`config.mk`:
```
export PLATFORM = sky130hd
export DESIGN_NAME = fifo_empty_rd_ctrl
export DESIGN_NICKNAME = d
export VERILOG_FILES = /design/src/rtl/fifo_pkg.sv /design/src/rtl/fifo_empty_rd_ctrl_g2b.sv /design/src/rtl/fifo_empty_rd_ctrl.sv
export SDC_FILE = /design/constraint.sdc
export NUM_CORES = 1
export LEC_CHECK = 0
export ABC_CLOCK_PERIOD_IN_PS = 4150
export CORE_ASPECT_RATIO = 0.6
export CORE_MARGIN = 4
export CORE_UTILIZATION = 43
export CTS_BUF_LIST = sky130_fd_sc_hd__clkbuf_4
export CTS_CLUSTER_SIZE = 10
export DETAILED_ROUTE_END_ITERATION = 6
export PLACE_DENSITY = 0.8
export SYNTH_ARGS = -nofsm -noshare
export SYNTH_HDL_FRONTEND = slang
export SYNTH_SLANG_ARGS = --single-unit
```
`constraint.sdc`:
```
create_clock -name rd_clk -period 4.15 [get_ports rd_clk]
set_input_delay 0.415 -clock rd_clk [delete_from_list [all_inputs] [get_ports rd_clk]]
set_output_delay 0.415 -clock rd_clk [all_outputs]
set_load 0.01 [all_outputs]
```
`src/rtl/fifo_pkg.sv`:
```
// Shared pointer helpers for the dual-clock FIFO read and write sides.
// Gray/binary conversion works on a wide word; callers truncate to their width.
package fifo_pkg;

    localparam int ADDR_SIZE = 4;
    localparam int PTR_W     = ADDR_SIZE + 1;
    localparam int FN_W      = 32;

    localparam logic RST_EMPTY     = 1'b1;
    localparam logic RST_AEMPTY    = 1'b1;
    localparam logic RST_UNDERFLOW = 1'b0;

    function automatic logic [FN_W-1:0] bin2gray(input logic [FN_W-1:0] b);
        return b ^ (b >> 1);
    endfunction

    function automatic logic [FN_W-1:0] gray2bin(input logic [FN_W-1:0] g);
        logic [FN_W-1:0] b;
        b[FN_W-1] = g[FN_W-1];
        for (int i = FN_W - 2; i >= 0; i--) begin
            b[i] = b[i+1] ^ g[i];
        end
        return b;
    endfunction

endpackage

```
`src/rtl/fifo_empty_rd_ctrl_g2b.sv`:
```
// Combinational Gray-to-binary converter of arbitrary width.
module gray2bin_conv
    import fifo_pkg::*;
#(
    parameter int WIDTH = 5
) (
    input  logic [WIDTH-1:0] i_gray,
    output logic [WIDTH-1:0] o_bin
);

    assign o_bin = WIDTH'(gray2bin(FN_W'(i_gray)));

endmodule

```
`src/rtl/fifo_empty_rd_ctrl.sv`:
```
// Read-side pointer, empty/almost-empty, level and sticky underflow
// for the dual-clock FIFO; compares against the synchronized write pointer.
module fifo_empty_rd_ctrl
    import fifo_pkg::*;
#(
    parameter int ADDR_SIZE     = 4,
    parameter int AEMPTY_THRESH = 2
) (
    input  logic                 rd_clk,
    input  logic                 rd_rst,
    input  logic                 rd_en,
    input  logic [ADDR_SIZE:0]   wr_ptr_addr_sync,
    input  logic                 underflow_clr,
    output logic                 empty,
    output logic                 almost_empty,
    output logic [ADDR_SIZE:0]   rd_level,
    output logic                 underflow,
    output logic [ADDR_SIZE:0]   rd_addr_grey,
    output logic [ADDR_SIZE-1:0] rd_addr_bin
);

    localparam int PW = ADDR_SIZE + 1;

    logic [PW-1:0] r_rd_bin;
    logic [PW-1:0] r_rd_grey;
    logic          r_empty;
    logic          r_aempty;
    logic [PW-1:0] r_level;
    logic          r_underflow;

    logic          w_rd_fire;
    logic          w_uflow_try;
    logic [PW-1:0] w_rd_bin_next;
    logic [PW-1:0] w_rd_grey_next;
    logic [PW-1:0] w_wr_bin_sync;
    logic [PW-1:0] w_level_next;
    logic          w_empty_next;
    logic          w_aempty_next;

    gray2bin_conv #(
        .WIDTH (PW)
    ) u_wr_g2b (
        .i_gray (wr_ptr_addr_sync),
        .o_bin  (w_wr_bin_sync)
    );

    // Qualify with the registered flag so the read path has no comb loop
    assign w_rd_fire      = rd_en & ~r_empty;
    assign w_uflow_try    = rd_en & r_empty;
    assign w_rd_bin_next  = r_rd_bin + PW'(w_rd_fire);
    assign w_rd_grey_next = PW'(bin2gray(FN_W'(w_rd_bin_next)));
    assign w_empty_next   = (w_rd_grey_next == wr_ptr_addr_sync);
    assign w_level_next   = w_wr_bin_sync - w_rd_bin_next;
    assign w_aempty_next  = (w_level_next <= PW'(AEMPTY_THRESH));

    always_ff @(posedge rd_clk) begin
        if (rd_rst) begin
            r_rd_bin    <= '0;
            r_rd_grey   <= '0;
            r_empty     <= RST_EMPTY;
            r_aempty    <= RST_AEMPTY;
            r_level     <= '0;
            r_underflow <= RST_UNDERFLOW;
        end else begin
            r_rd_bin  <= w_rd_bin_next;
            r_rd_grey <= w_rd_grey_next;
            r_empty   <= w_empty_next;
            r_aempty  <= w_aempty_next;
            r_level   <= w_level_next;
            // A fresh underflow outranks a clear in the same cycle
            if (w_uflow_try) begin
                r_underflow <= 1'b1;
            end else if (underflow_clr) begin
                r_underflow <= 1'b0;
            end
        end
    end

    assign empty        = r_empty;
    assign almost_empty = r_aempty;
    assign rd_level     = r_level;
    assign underflow    = r_underflow;
    assign rd_addr_grey = r_rd_grey;
    assign rd_addr_bin  = r_rd_bin[ADDR_SIZE-1:0];

endmodule

```
==> results of run 1 <==
[synth_stat cells]
cell / n
and3_1: 1
nor2_1: 9
o2bb2ai_1: 1
nand3_1: 2
dfxtp_1: 17
fa_1: 1
a221o_1: 1
or2_2: 1
and2_0: 2
a22oi_1: 1
nor2b_1: 5
clkbuf_2: 1
clkbuf_1: 2
nand2b_1: 2
xor2_1: 7
ha_1: 6
and2_1: 2
a2111oi_2: 1
nor3_1: 2
xnor3_1: 1
xnor2_1: 12
inv_1: 3
buf_6: 1
a21oi_1: 2
xor3_2: 1
o211ai_1: 2
nor3b_1: 1
nand2_1: 2
xnor2_2: 1
o21ai_0: 3
a21boi_0: 1
[power by group through the flow]
stage / sequential [mW] / clock, mW / combinational, mW
floorplan: 0.197 / 0 / 0.0656
global placement: 0.188 / 0 / 0.127
detailed placement: 0.189 / 0 / 0.131
CTS: 0.185 / 0.0974 / 0.132
global route: 0.187 / 0.106 / 0.144
finish: 0.185 / 0.0941 / 0.131
[metrics by stage]
step / cell area (um2) / instances / setup WS [ps] / hold slack [ps]
floorplan: 940 / 94 / 1210 / 487
global placement: 1200 / 143 / 573 / 458
detailed placement: 1200 / 143 / 412 / 462
CTS: 1230 / 147 / 719 / 478
global route: 1230 / 147 / 610 / 499
finish: 1230 / 147 / 720 / 473
[per-layer routing]
| layer | wire length [um] | part of all wire (%) | vias to the layer above |
|---|---|---|---|
| li1 | - | - | 361 |
| met1 | 960 | 52 | 318 |
| met2 | 799 | 43 | 15 |
| met3 | 81 | 4.4 | 2 |
| met4 | 8 | 0.43 | 0 |
| met5 | 0 | 0 | - |
[worst max-delay path: stages]
cell             delay, ps
clkdlybuf4s50_1        530
xor3_2                 490
xor2_1                 340
xnor2_1                180
ha_1                   210
inv_1                   60
fa_1                   400
and2_0                 160
a221o_1                330
xor2_1                 160
a2111oi_2              340
[state kept, by name (all words and copies together), names as in the netlist]
| name | count |
|---|---|
| almost_empty | 1 |
| r_rd_bin | 5 |
| underflow | 1 |
| rd_addr_grey | 4 |
| rd_level | 5 |
| empty | 1 |
[cells by family after synthesis]
kind of cell    count (synthesis)  synth area share (%)
compound gates                 12                  9.45
xor+xnor                       22                  24.5
fa+ha+maj                       7                  10.1
buf+inv                         7                  3.73
flops                          17                  36.2
simple gates                   29                  16.0
[final cells by class]
cell class	instances	area, um2	share of cell area, %
Clock buffer	4	30.0	2.44
Inverter	3	11.3	0.915
Multi-Input combinational cell	70	564	45.8
Sequential cell	17	340	27.6
Tap cell	28	35.0	2.85
Timing Repair Buffer	25	250	20.3
[worst max path at each step]
stage	slack, ps	from	depth (start not counted)	end
2_1_floorplan	1210	wr_ptr_addr_sync[4]	10	almost_empty$_SDFF_PP1_
3_3_place_gp	570	wr_ptr_addr_sync[4]	11	almost_empty$_SDFF_PP1_
3_5_place_dp	410	wr_ptr_addr_sync[4]	11	almost_empty$_SDFF_PP1_
4_1_cts	720	wr_ptr_addr_sync[4]	11	almost_empty$_SDFF_PP1_
5_1_grt	610	wr_ptr_addr_sync[4]	11	almost_empty$_SDFF_PP1_
6_report	720	wr_ptr_addr_sync[4]	11	almost_empty$_SDFF_PP1_
==> impl_results.md, run 1 <==
* Status: completed
* Endpoint class of the critical path: register
* Synth cell types at 31
* Die Wd at 68.4 um
* Max_cap viols at 0
* RSZ-0062 raised after global routing: no
* Reg-to-reg slack, setup at 1500 ps
* H-tree depth at 1
* Post-DP HPWL at 1500 um
* Crit path DAT at between 3000 and 4000 ps
* Post-route DRC at 0
* Hold depth at 2
* Largest vdd supply drop at roughly 190 uV
* Layout area overhead at 31.0%
* Syn_area_per_cell at 10.0 um2
* Layout cells sized above 1 at 6.72%
* Routability cong. at 0.826
* Grt ovf at 0
* Switching part of the total at around 28%
* RR Endpoint: almost_empty$_SDFF_PP1_
* Iter 0 DRT Violations at 33
* Relative slew slack at a little under 50%
* Yosys warnings at 0
* Nets@finish at 136
* Flops & latches, synth at 17
* Clock Skew at 5.50 ps
* Met1 Usage GRT at 17.8%
* Clock power frac at 23.0%
* # port buffers at 25
* Die area at 3020 um2
* DR vias at about 700
* Leakage power at 0.475 nW
* Global route hottest layer: met2
* Min-Delay Startpoint: underflow$_SDFFE_PP0P_
* Critical-path maximum fanout at 3
* Worst-path clk slew at approximately 100 ps
* Met3 Use GR at 5.08%
* Met2 Usage GRT at 21.1%
* Pre-antenna DRT Iters at 4
* Largest cells by area after synthesis: dfxtp_1, xnor2_1, ha_1
* Vias/cell at 4.73
* Slew Viols, Final at 0
* Reg2reg path depth at 9
* N_diodes at 0
* Largest net degree at the start of global routing at 16
* Fin crit period at 3430 ps
* Leading cell type in the layout, fill and taps excluded: clkdlybuf4s50_1
* Vias in the first global route at 676
* Sum of negative setup slack at 0 ps
* Num CTS Buffers at 3
* Height of the die at ~44 um
* Min-Delay Path Class: reg2reg
* Cell area after synthesis at 940 um2
* Hold endpoint: underflow$_SDFFE_PP0P_
* Post-synthesis sequential area ratio at 36.2%
* CTS Root Cell: clkbuf_4
* Sequential power share at 45.1%
* CTS tree: done
* Gate power share at 31.9%
* Post-CTS Hold Buffers at 0
* Commonest cells after routing, fill and taps aside: clkdlybuf4s50_1, dfxtp_1, xnor2_1
* Total GRT Usage at between 10 and 15%
* CTS Buffer Depth at 2
* Clock latency on the worst-skew pair at between 200 and 300 ps
* Core area at 1950 um2
* Fmax at 292 MHz
* I/O pin cnt at 26
* Required time worst endpoint at 4340 ps
* # resized after CTS at 0
* Reg2reg start: empty$_SDFF_PP1_
* Final setup vio count at 0
* Row count at 12
* First-pass GRT wire length at 3060 um
* Syn_nets at 110
* Kind of critical path: in2reg
* Clock sink total at 17
* Total power at 0.410 mW
* Initial antenna violation count at 0
* Post-CTS setup buffer count at 0
* Worst Tran Pin Value at 773 ps
* Fillers at 165
* Starting Density at 48.1%
* Hold Violations, Final at 0
* Synth Instances at 94
* Switch Pwr at 0.114 mW
* Final ANT Viol Nets at 0
* Area fraction of the dominant cell type after synthesis at 36.2%
* Internal at 0.296 mW
* Wire per inst at 12.6 um
* Tcrit/Tclk final at just over 80%
* Total Wirelength at between 1500 and 2000 um
* Fin util at 63.1%
* Synth area leader: dfxtp_1
* Power per cell area at 333 nW/um2
* Worst setup SP type: input pin
No activity file was read; power rests on OpenSTA's default activity.
==> run 2: changes to the inputs <==
--- a/config.mk
+++ b/config.mk
@@ -5,7 +5,7 @@
 export SDC_FILE = /design/constraint.sdc
 export NUM_CORES = 1
 export LEC_CHECK = 0
-export ABC_CLOCK_PERIOD_IN_PS = 4150
+export ABC_CLOCK_PERIOD_IN_PS = 3270
 export CORE_ASPECT_RATIO = 0.6
 export CORE_MARGIN = 4
 export CORE_UTILIZATION = 43
==> constraint.sdc (replaced) <==
create_clock -name rd_clk -period 3.27 [get_ports rd_clk]
set_input_delay 0.327 -clock rd_clk [delete_from_list [all_inputs] [get_ports rd_clk]]
set_output_delay 0.327 -clock rd_clk [all_outputs]
set_load 0.01 [all_outputs]
==> run 2 against run 1 <==
Wire length grew 6.5%. Cell area is 3.7% higher. Sequential power grew 27%. Global-route usage increased by 1.4 points. Power is 30% higher. Critical path type unchanged. Via count grew 6.3%. Clock power is 29% higher. Register-to-register slack worse by 840 ps. Sequential share of layout area shrank 0.98 points. Count of clock-buffer cells in the layout is the same. Largest cell class unchanged. Highest routed layer unchanged.
==> impl_results.md, run 2 (synthesis results as in run 1) <==
* Hold Violations, Final at 0
* Clock sink total at 17
* Final ANT Viol Nets at 0
* Slew Viols, Final at 0
* First-pass GRT wire length at about 3300 um
* Sequential power share at 44.0%
* Row count at 12
* Gate power share at 33.4%
* Final setup vio count at 0
* # resized after CTS at 0
* Layout cells sized above 1 at between 10% and 20%
* Total Wirelength at 1970 um
* Routability cong. at 0.781
* Core area at 1950 um2
* Final WS setup at 231 ps
* Vias/cell at a little under 5
* Layout area overhead at 35.8%
* H-tree depth at 1
* Post-layout instance count excluding filler cells at approximately 150
* Min-Delay Path Class: reg2reg
* Iter 0 DRT Violations at 30
* Status: completed
* Cells after DPL at ~150
* Switching part of the total at between 20% and 30%
* CTS Buffer Depth at 2
* Critical-path maximum fanout at 2
* Leading cell type in the layout, fill and taps excluded: clkdlybuf4s50_1
* Power per cell area at between 400 and 500 nW/um2
* Placed cell area at 1250 um2
* CTS tree: done
* Nets@finish at between 100 and 150
* RSZ-0062 raised after global routing: no
* Initial antenna violation count at 0
* Largest net degree at the start of global routing at 16
* Fin crit period at 3040 ps
* Worst Tran Pin Value at 582 ps
* Clock power frac at 22.7%
* Fmax at 329 MHz
* Crit path DAT at 3240 ps
* I/O pin cnt at 26
* Post-route cell area at 1280 um2
* Required time worst endpoint at 3470 ps
* Commonest cells after routing, fill and taps aside: clkdlybuf4s50_1, dfxtp_1, xnor2_1
* Total GRT Usage at between 10% and 20%
* Die Wd at 68.4 um
* Post-place setup slack at -96.4 ps
* Num CTS Buffers at 3
* Post-CTS Hold Buffers at 0
* Pre-antenna DRT Iters at 4
* Wire per inst at 12.9 um
* Largest vdd supply drop at about 230 uV
* DR vias at between 700 and 800
* Endpoint class of the critical path: register
* Post-route DRC at 0
* # port buffers at 25
* Die area at 3020 um2
* Worst-path clk slew at ~100 ps
* Post-CTS setup buffer count at 0
* Leakage power at 0.503 nW
* Kind of critical path: in2reg
* Tcrit/Tclk final at 92.9%
* Max_cap viols at 0
* Clock latency on the worst-skew pair at 290 ps
* CTS Root Cell: clkbuf_4
* Grt ovf at 0
* Height of the die at 44.2 um
* N_diodes at 0
* Hold slack at 475 ps
* Vias in the first global route at ~730
* Clock Skew at 0.874 ps
* Switch Pwr at about 0.15 mW
* Total power at 0.534 mW
* Starting Density at roughly half
* Internal at 0.385 mW
* Worst setup SP type: input pin
* Relative slew slack at 60.9%
## run 2: cell types whose count changed in the layout (fill, tap and decap cells not counted)
cell / delta
buf_4: +6
## run 2: layout make-up
type,count,area (um2)
clock buffer,4,30.0
fill,160,676
inverter,3,11.3
multi-input combinational,70,564
sequential,17,340
tap,28,35.0
timing repair buffer,31,295
## run 2: power by group through the flow
stage | Combinational (mW) | Sequential, mW | Clock [mW]
floorplan | 0.0833 | 0.251 | 0
global placement | 0.173 | 0.239 | 0
detailed placement | 0.179 | 0.240 | 0
CTS | 0.180 | 0.235 | 0.126
global route | 0.198 | 0.237 | 0.135
finish | 0.178 | 0.235 | 0.121
## run 2: path summary, 6_finish.rpt
check	from	endpoint	slack (ps)	cells after the start
max	wr_ptr_addr_sync[4]	almost_empty$_SDFF_PP1_	230	11
min	underflow$_SDFFE_PP0P_	underflow$_SDFFE_PP0P_	480	2
max reg2reg	empty$_SDFF_PP1_	almost_empty$_SDFF_PP1_	660	9
min reg2reg	underflow$_SDFFE_PP0P_	underflow$_SDFFE_PP0P_	480	2
## run 2: per-layer routing
metal  global-route usage, %  vias up  share of wire [%]
met5                       0        -                  0
met4                    5.53        0                1.5
met3                    4.57        6                5.2
met2                    23.4       23                 46
met1                    19.2      339                 47
li1                        -      372                  -
## run 2: metrics by stage
step | util (%) | TNS [ps]
2_1_floorplan | - | 0
3_3_place_gp | 63.8 | 0
3_5_place_dp | 63.8 | -96.4
4_1_cts | 65.4 | 0
5_1_grt | 65.4 | 0
6_report | 65.4 | 0
## run 2: critical path, stage by stage
cell and delay, ps:
clkdlybuf4s50_1 480, xor3_2 450, xor2_1 220, xnor2_1 160
ha_1 190, inv_1 60, fa_1 380, and2_0 150
a221o_1 320, xor2_1 160, a2111oi_2 340
